<file path="config.mk">
export PLATFORM = sky130hd
export DESIGN_NAME = text_console
export DESIGN_NICKNAME = d
export VERILOG_FILES = /design/src/rtl/text_console_pkg.sv /design/src/rtl/text_console.sv
export SDC_FILE = /design/constraint.sdc
export NUM_CORES = 1
export LEC_CHECK = 0
export ABC_AREA = 1
export CORE_AREA = 2 2 130 132
export CTS_CLUSTER_SIZE = 40
export DETAILED_ROUTE_END_ITERATION = 8
export DIE_AREA = 0 0 132 134
export PLACE_DENSITY = 0.76
export SYNTH_ARGS = -nofsm -noshare
export SYNTH_HDL_FRONTEND = slang
export SYNTH_SLANG_ARGS = --single-unit
</file>
<file path="constraint.sdc">
create_clock -name clk_sys -period 3.6 [get_ports clk_sys]
set_input_delay 1.08 -clock clk_sys [delete_from_list [all_inputs] [get_ports clk_sys]]
set_output_delay 1.08 -clock clk_sys [all_outputs]
set_load 0.005 [all_outputs]
</file>
<file path="src/rtl/text_console_pkg.sv">
// Shared definitions for the text console writer: tram word layout,
// control code points and the writer FSM state encoding.
package text_console_pkg;

  localparam int CPW    = 21;
  localparam int FG_LSB = 28;
  localparam int BG_LSB = 24;
  localparam int CP_LSB = 0;

  localparam logic [CPW-1:0] CP_BLANK = 21'h20;
  localparam logic [CPW-1:0] CP_LF    = 21'h0A;
  localparam logic [CPW-1:0] CP_CR    = 21'h0D;
  localparam logic [CPW-1:0] CP_BS    = 21'h08;
  localparam logic [CPW-1:0] CP_TAB   = 21'h09;

  typedef enum logic [2:0] {
    S_IDLE,
    S_PUT,
    S_LF,
    S_CLR_LINE,
    S_CLS
  } state_t;

endpackage

</file>
<file path="src/rtl/text_console.sv">
// Terminal writer: accepts a code-point stream, tracks the cursor, writes glyph
// words into tram and scrolls by treating tram as a ring of text lines.
module text_console
  import text_console_pkg::*;
#(
  parameter int WORD      = 32,
  parameter int BYTE_CNT  = 4,
  parameter int ADDRW     = 11,
  parameter int CIDXW     = 4,
  parameter int TEXT_HRES = 84,
  parameter int TEXT_VRES = 24
) (
  input  logic                clk_sys,
  input  logic                rst_sys,
  input  logic                ch_valid,
  output logic                ch_ready,
  input  logic [CPW-1:0]      ch_data,
  input  logic [CIDXW-1:0]    fg,
  input  logic [CIDXW-1:0]    bg,
  input  logic                cls,
  output logic [BYTE_CNT-1:0] tram_we,
  output logic [ADDRW-1:0]    tram_addr,
  output logic [WORD-1:0]     tram_din,
  output logic [ADDRW-1:0]    scroll_offs,
  output logic [ADDRW-1:0]    cur_x,
  output logic [ADDRW-1:0]    cur_y,
  output logic                busy
);

  localparam logic [ADDRW-1:0] LAST_COL  = ADDRW'(TEXT_HRES - 1);
  localparam logic [ADDRW-1:0] LAST_ROW  = ADDRW'(TEXT_VRES - 1);
  localparam logic [ADDRW-1:0] ROW_STEP  = ADDRW'(TEXT_HRES);
  localparam logic [ADDRW-1:0] LAST_BASE = ADDRW'((TEXT_VRES - 1) * TEXT_HRES);
  localparam logic [ADDRW-1:0] LAST_CELL = ADDRW'(TEXT_HRES * TEXT_VRES - 1);
  localparam logic [ADDRW-1:0] TAB_MASK  = ADDRW'(7);

  state_t               state, state_n;
  logic [ADDRW-1:0]     cur_x_n, cur_y_n;
  logic [ADDRW-1:0]     cur_base, cur_base_n;  // tram address of the cursor's row
  logic [ADDRW-1:0]     top_base, top_base_n;  // tram address of the top screen row
  logic [ADDRW-1:0]     idx, idx_n;
  logic [CIDXW-1:0]     fg_q, fg_n, bg_q, bg_n;
  logic [BYTE_CNT-1:0]  we_n;
  logic [ADDRW-1:0]     addr_n;
  logic [WORD-1:0]      din_n;
  logic [ADDRW-1:0]     tab_x;

  function automatic logic [WORD-1:0] make_word(input logic [CIDXW-1:0] f,
                                                input logic [CIDXW-1:0] b,
                                                input logic [CPW-1:0]   cp);
    logic [WORD-1:0] w;
    w = '0;
    w[FG_LSB +: CIDXW] = f;
    w[BG_LSB +: CIDXW] = b;
    w[CP_LSB +: CPW]   = cp;
    return w;
  endfunction

  // Row bases step by one line and wrap explicitly, avoiding any multiply or mod.
  function automatic logic [ADDRW-1:0] next_base(input logic [ADDRW-1:0] b);
    return (b == LAST_BASE) ? '0 : b + ROW_STEP;
  endfunction

  assign tab_x       = (cur_x | TAB_MASK) + 1'b1;
  assign scroll_offs = top_base;
  assign busy        = (state != S_IDLE);
  assign ch_ready    = (state == S_IDLE) && !cls;

  // The tram outputs are loaded one state ahead, so the write belonging to a
  // state is on the port during that state's cycle.
  always_comb begin
    // NOTE: every signal assigned here gets a default first, so no latch is inferred.
    state_n    = state;
    cur_x_n    = cur_x;
    cur_y_n    = cur_y;
    cur_base_n = cur_base;
    top_base_n = top_base;
    idx_n      = idx;
    fg_n       = fg_q;
    bg_n       = bg_q;
    we_n       = '0;
    addr_n     = tram_addr;
    din_n      = tram_din;

    case (state)
      S_IDLE: begin
        if (cls) begin
          state_n = S_CLS;
          idx_n   = '0;
          we_n    = '1;
          addr_n  = '0;
          din_n   = make_word(fg_q, bg_q, CP_BLANK);
        end else if (ch_valid) begin
          fg_n = fg;
          bg_n = bg;
          if (ch_data >= CP_BLANK) begin
            state_n = S_PUT;
            we_n    = '1;
            addr_n  = cur_base + cur_x;
            din_n   = make_word(fg, bg, ch_data);
          end else begin
            case (ch_data)
              CP_LF:  state_n = S_LF;
              CP_CR:  cur_x_n = '0;
              CP_BS:  if (cur_x != '0) cur_x_n = cur_x - 1'b1;
              CP_TAB: cur_x_n = (tab_x > LAST_COL) ? LAST_COL : tab_x;
              default: ;
            endcase
          end
        end
      end

      S_PUT: begin
        if (cur_x == LAST_COL) begin
          cur_x_n = '0;
          state_n = S_LF;
        end else begin
          cur_x_n = cur_x + 1'b1;
          state_n = S_IDLE;
        end
      end

      S_LF: begin
        cur_x_n = '0;
        if (cur_y != LAST_ROW) begin
          cur_y_n    = cur_y + 1'b1;
          cur_base_n = next_base(cur_base);
          state_n    = S_IDLE;
        end else begin
          state_n = S_CLR_LINE;
          idx_n   = '0;
          we_n    = '1;
          addr_n  = top_base;
          din_n   = make_word(fg_q, bg_q, CP_BLANK);
        end
      end

      // The old top line becomes the new bottom; scroll only once it is blank.
      S_CLR_LINE: begin
        if (idx == LAST_COL) begin
          top_base_n = next_base(top_base);
          cur_base_n = next_base(cur_base);
          state_n    = S_IDLE;
        end else begin
          idx_n  = idx + 1'b1;
          we_n   = '1;
          addr_n = tram_addr + 1'b1;
        end
      end

      S_CLS: begin
        if (idx == LAST_CELL) begin
          top_base_n = '0;
          cur_base_n = '0;
          cur_x_n    = '0;
          cur_y_n    = '0;
          state_n    = S_IDLE;
        end else begin
          idx_n  = idx + 1'b1;
          we_n   = '1;
          addr_n = tram_addr + 1'b1;
        end
      end

      default: state_n = S_IDLE;
    endcase
  end

  // NOTE: sequential state uses non-blocking assignments so every register
  // samples the pre-edge values of the others.
  always_ff @(posedge clk_sys or posedge rst_sys) begin
    if (rst_sys) begin
      state     <= S_IDLE;
      cur_x     <= '0;
      cur_y     <= '0;
      cur_base  <= '0;
      top_base  <= '0;
      idx       <= '0;
      fg_q      <= '1;
      bg_q      <= '0;
      tram_we   <= '0;
      tram_addr <= '0;
      tram_din  <= '0;
    end else begin
      state     <= state_n;
      cur_x     <= cur_x_n;
      cur_y     <= cur_y_n;
      cur_base  <= cur_base_n;
      top_base  <= top_base_n;
      idx       <= idx_n;
      fg_q      <= fg_n;
      bg_q      <= bg_n;
      tram_we   <= we_n;
      tram_addr <= addr_n;
      tram_din  <= din_n;
    end
  end

endmodule
</file>
==> impl_metrics.py, run 1 <==
metrics = {
    "yosys": {
        "synth-edff-count": 0,
        "syn_area_um2": 7040,
        "async_reset_ff_share_pct": 100,
        "synth_top_area_cell": "dfrtp_1",
        "synth_flop_cell": "dfrtp_1",
        "ys_ff_latch": 103,
        "synth_cells": 1045,
        "yosysMostFrequentCell": "nand2_1",
        "synth.yosys.seq_area_share_pct": 36.7,
        "synth_cell_types": 48,
        "yosys-top-cells-count": "nand2_1, inv_1, nor2_1",
        "synth_top_area_share_pct": 35.2,
        "syn_area_per_cell_um2": 6.74,
        "yosysWarnings": 0,
        "synthTopCellsByArea": "dfrtp_1, nand2_1, nand3_1, inv_1, o21ai_0",
    },
    "setup_path": {
        "cp_common_cell": "clkdlybuf4s50_1",
        "arrival_ns": 2.20,
        "cp_cell_sequence": "clkdlybuf4s50_1 -> inv_1 -> nand2_1 -> inv_2 -> clkdlybuf4s50_1",
        "r2r_cells": 8,
        "criticalPathCategory": "in2out",
        "cp-end-kind": "output port",
        "cp_max_fo": 3,
        "slowest_delay_ns": 0.50,
        "cp_data_required_time_ns": 2.52,
        "crit_path_start_kind": "primary input",
        "cp_slowest_cell": "clkdlybuf4s50_1",
    },
    "clock_tree": {
        "clkSinkCount": 103,
        "clk_latency_ns": 0.36,
        "path_clk_slew_ns": 0.07,
        "clock_path_buffers": 2,
        "ctsResizeCount": 0,
        "postCtsHoldBufs": 0,
        "root_buffer": "clkbuf_16",
        "htree_levels": 3,
        "cts_tree": "done",
        "numCtsBuffers": 9,
        "cts_setup_buffers": 0,
    },
    "sta": {
        "max-slew-margin-rel_pct": 47.4,
        "fmax_ghz": 0.305,
        "hold_viol": 0,
        "final.setup_skew_ns": 0.00812,
        "tns_ns": 0,
        "slew_viol_final": 0,
        "worst_pin_slew_ns": 0.788,
        "setup_violations": 0,
        "fin_crit_ns": 3.28,
        "rsz0062_at_grt": "false",
        "post-route-period-util_pct": 91.1,
    },
    "pwr": {
        "p_seq_share_pct": 39.4,
        "p_int_mw": 2.70,
        "switchingPower_mw": 1.69,
        "clockPowerShare_pct": 22.0,
        "peakVddDrop_mv": 0.329,
        "pwr-share-comb_pct": 38.6,
        "p_leak_nw": 4.00,
        "p_sw_share_pct": 38.6,
        "p_total_mw": 4.39,
        "powerDensity_nw_per_um2": 510,
    },
    "floorplan": {
        "die_w_um": 132,
        "die_y_um": 134,
        "coreArea_um2": 16300,
        "initial_utilization_pct": 43.2,
        "io_pins": 115,
        "die_area_um2": 17700,
        "core.rowCount": 47,
    },
    "hold_path": {
        "hold_path.class": "reg2reg",
        "hold_depth": 2,
    },
    "layout": {
        "antennaDiodeCount": 0,
        "fin_cells": 1368,
        "fillerInstances": 1584,
        "stdcell_area_um2": 8620,
        "final_layout_size_suffix_gt1_share_pct": 4.88,
        "area_growth_pct": 22.4,
        "utilization_pct": 52.9,
        "layout.nets": 1197,
    },
    "global_routing": {
        "grt_pass1_wl_um": 31200,
        "overflow": 0,
        "grt_pass1_vias": 6507,
        "antenna_found_initial": 0,
        "grt_max_degree": 70,
        "track_usage_pct": 21.6,
    },
    "drt": {
        "via_per_inst": 5.17,
        "num_vias": 7078,
        "routedWlPerCell_um": 13.8,
        "drtPass1Iterations": 6,
        "drt-initial-drc-count": 765,
        "wl_um": 18900,
        "drc": 0,
        "drtAntennaViolNets": 0,
    },
    "job": {
        "drv_cap": 0,
    },
    "outcome": {
        "status": "completed",
    },
    "placed_design": {
        "dpl.cell_count": 1352,
        "io_buffers": 109,
        "postPlaceCellArea_um2": 8330,
        "place_hpwl_um": 14000,
        "place_congestion": 0.919,
    },
}
==> worst paths after layout <==
path	from	to	slack, ns
max in group asynchronous	rst_sys	fg_q[2]	1.68
setup reg to reg	cur_y[0]	cur_y[1]	1.21
hold / removal	tram_din[19]	tram_din[19]	0.48
min in group asynchronous	rst_sys	tram_din[25]	1.21
setup / recovery	cls	ch_ready	0.32
hold reg to reg	tram_din[19]	tram_din[19]	0.48
==> power by group through the flow <==
stage | combinational (mW) | clock, mW | sequential [mW]
after global routing | 1.90 | 1.03 | 1.78
after floorplan | 1.02 | 0 | 1.70
after CTS | 1.70 | 0.990 | 1.73
after detailed placement | 1.70 | 0 | 1.74
final | 1.69 | 0.966 | 1.73
after global placement | 1.65 | 0 | 1.74
==> worst max-delay path, delay by kind of cell <==
kind          cells  cell delay (ns)
buf+inv           4             1.04
simple gates      1             0.08
==> final cells by class <==
class | instances | area [um^2] | share of cell area, %
Sequential cell | 103 | 2580 | 30.0
Clock inverter | 7 | 63.8 | 0.740
Tap cell | 220 | 275 | 3.19
Clock buffer | 9 | 225 | 2.61
Inverter | 119 | 450 | 5.23
Timing Repair Buffer | 118 | 1200 | 13.9
Multi-Input combinational cell | 792 | 3830 | 44.4
==> per-stage QoR <==
step                hold WS, ns  worst slack (ns)
floorplan                 0.453              1.04
global placement          0.465             0.329
detailed placement        0.473             0.323
CTS                       0.493             0.316
global route              0.514             0.259
finish                    0.484             0.321
==> registers in the layout, summed over array words and instances (netlist names) <==
name         cells
bg_q             4
cur_base         9
cur_x           11
cur_y           11
fg_q             4
idx             11
scroll_offs      9
state            3
tram_addr       11
tram_din        29
tram_we          1
==> cell usage in the layout (no fill, tap or decap), types with 6 or more instances in the layout <==
| cell type | instances |
|---|---|
| ha_1 | 21 |
| o21ai_0 | 83 |
| dfrtp_1 | 99 |
| conb_1 | 6 |
| nand4_1 | 27 |
| nand3_1 | 95 |
| xor2_1 | 21 |
| nor2_1 | 107 |
| o21ai_1 | 10 |
| clkdlybuf4s50_1 | 109 |
| nor3_1 | 22 |
| a21oi_1 | 21 |
| clkbuf_16 | 9 |
| buf_4 | 6 |
| nand2_1 | 331 |
| inv_1 | 110 |
| inv_2 | 7 |
==> logic make-up (layout without fill, tap and decap cells) <==
kind of cell | Yosys count | after routing | share of synthesized area [%]
compound gates | 133 | 133 | 10.3
xor+xnor | 24 | 24 | 2.99
other cells | 1 | 6 | 0.0533
fa+ha+maj | 21 | 21 | 3.73
buf+inv | 155 | 253 | 9.37
simple gates | 608 | 608 | 36.9
flops | 103 | 103 | 36.7
==> metal layers <==
metal	GRT usage [%]	share of wire (%)	vias up	wire length (um)
met5	0	0	-	0
met4	8.39	2.3	0	432
met3	4.80	7.6	36	1430
met2	35.3	46	258	8620
met1	28.1	44	3214	8400
li1	-	-	3570	-
No activity file was read; power rests on OpenSTA's default activity.
==> inputs of run 2 (changes only) <==
--- a/config.mk
+++ b/config.mk
@@ -10,6 +10,7 @@
 export CTS_CLUSTER_SIZE = 40
 export DETAILED_ROUTE_END_ITERATION = 8
 export DIE_AREA = 0 0 132 134
+export GPL_ROUTABILITY_DRIVEN = 0
 export PLACE_DENSITY = 0.76
 export SYNTH_ARGS = -nofsm -noshare
 export SYNTH_HDL_FRONTEND = slang
==> impl_metrics.py, run 2 (synthesis gave the netlist of run 1 again) <==
metrics = {
    "placed_design": {
        "postPlaceCellArea_um2": 8310,
        "io_buffers": 109,
        "place_hpwl_um": 14000,
    },
    "layout": {
        "utilization_pct": 52.9,
        "fillerInstances": 1612,
        "final_cell_mix": "nand2_1, inv_1, clkdlybuf4s50_1",
        "regMostFlops": "tram_din",
        "antennaDiodeCount": 0,
        "final_layout_size_suffix_gt1_share_pct": 4.87,
        "area_growth_pct": 22.4,
        "stdcell_area_um2": 8620,
        "layout.nets": 1198,
        "final_common_cell": "nand2_1",
        "largest_reg_flops": 29,
    },
    "global_routing": {
        "grt_max_degree": 70,
        "track_usage_pct": 21.9,
        "overflow": 0,
        "grt_pass1_wl_um": 31500,
        "grt_pass1_vias": 6629,
        "antenna_found_initial": 0,
    },
    "pwr": {
        "p_leak_nw": 4.00,
        "powerDensity_nw_per_um2": 517,
        "peakVddDrop_mv": 0.376,
    },
    "clock_tree": {
        "clkSinkCount": 103,
        "path_clk_slew_ns": 0.08,
        "root_buffer": "clkbuf_16",
        "ctsResizeCount": 0,
        "htree_levels": 3,
        "postCtsHoldBufs": 0,
        "cts_tree": "done",
        "cts_setup_buffers": 0,
        "clock_path_buffers": 2,
        "numCtsBuffers": 9,
        "clk_latency_ns": 0.36,
    },
    "setup_path": {
        "criticalPathCategory": "in2out",
        "path_delay_family": "buffers and inverters",
        "cp_data_required_time_ns": 2.52,
        "cp_common_cell": "clkdlybuf4s50_1",
        "r2r_setup_slack_ns": 1.12,
        "arrival_ns": 2.21,
        "crit_path_start_kind": "primary input",
        "cp_slowest_cell": "clkdlybuf4s50_1",
        "slowest_delay_ns": 0.50,
        "crit_buf_inv": 4,
        "cp_cell_sequence": "clkdlybuf4s50_1 -> inv_1 -> nand2_1 -> inv_2 -> clkdlybuf4s50_1",
        "cp-end-kind": "output port",
        "cp_max_fo": 3,
    },
    "sta": {
        "tns_ns": 0,
        "post-route-period-util_pct": 91.3,
        "max-slew-margin-rel_pct": 50.0,
        "fin_crit_ns": 3.29,
        "fmax_ghz": 0.304,
        "hold_viol": 0,
        "worst_pin_slew_ns": 0.750,
        "rsz0062_at_grt": "false",
        "setup_violations": 0,
        "slew_viol_final": 0,
        "final.setup_skew_ns": 0.00841,
    },
    "floorplan": {
        "die_y_um": 134,
        "coreArea_um2": 16300,
        "initial_utilization_pct": 43.2,
        "io_pins": 115,
        "die_area_um2": 17700,
        "die_w_um": 132,
        "core.rowCount": 47,
    },
    "drt": {
        "routedWlPerCell_um": 13.9,
        "wl_um": 19000,
        "drtAntennaViolNets": 0,
        "drt-initial-drc-count": 653,
        "drc": 0,
        "num_vias": 7103,
        "drtPass1Iterations": 6,
        "via_per_inst": 5.19,
    },
    "job": {
        "drv_cap": 0,
    },
    "outcome": {
        "status": "completed",
    },
    "hold_path": {
        "hold_path.class": "reg2reg",
    },
}
-- run 2: cell count changes in the layout (fill, tap and decap cells not counted), sizes merged --
cell / change
clkinv: -2
bufinv: +1
clkbuf: +1
buf: +1
-- run 2: layer usage --
metal,vias up,wire (um),track usage (%)
met5,-,0,0
met4,0,351,6.94
met3,31,1460,5.90
met2,249,8630,36.1
met1,3259,8530,28.2
li1,3564,-,-
-- run 2: worst paths after layout --
check / startpoint / to / depth (start not counted)
setup reg to reg: cur_y[0] / idx[10] / 8
setup / recovery: cls / ch_ready / 5
min in group asynchronous: rst_sys / tram_din[26] / 3
max in group asynchronous: rst_sys / cur_base[3] / 3
hold / removal: tram_din[13] / tram_din[13] / 2
hold reg to reg: tram_din[13] / tram_din[13] / 2
-- run 2: area by class of cell --
cell class	instances	area (um^2)	area share, %
Clock inverter	6	75.1	0.871
Clock buffer	10	229	2.66
Tap cell	220	275	3.19
Inverter	119	450	5.23
Timing Repair Buffer	119	1180	13.7
Multi-Input combinational cell	792	3830	44.4
Sequential cell	103	2580	30.0
-- run 2: worst min-delay path: cells and delay by family, from the launching register on --
kind	cells	cell delay (ns)
DFF	1	0.35
AOI/OAI and AO/OA	1	0.06
and+or+nand+nor	1	0.05
-- run 2: power by group --
part           internal (mW)  leakage (nW)  switching [mW]
clock                  0.553         0.146           0.482
sequential              1.46          1.37           0.273
combinational          0.751          2.49           0.939
total                   2.76          4.00            1.69
-- run 2: stage by stage --
step | instances | total power [mW] | hold WS (ns) | worst slack [ns]
after floorplan | 1050 | 2.72 | 0.453 | 1.04
after global placement | 1353 | 3.39 | 0.464 | 0.329
after detailed placement | 1353 | 3.43 | 0.474 | 0.314
after CTS | 1369 | 4.47 | 0.494 | 0.307
after global routing | 1369 | 4.76 | 0.513 | 0.261
final | 1369 | 4.46 | 0.487 | 0.313
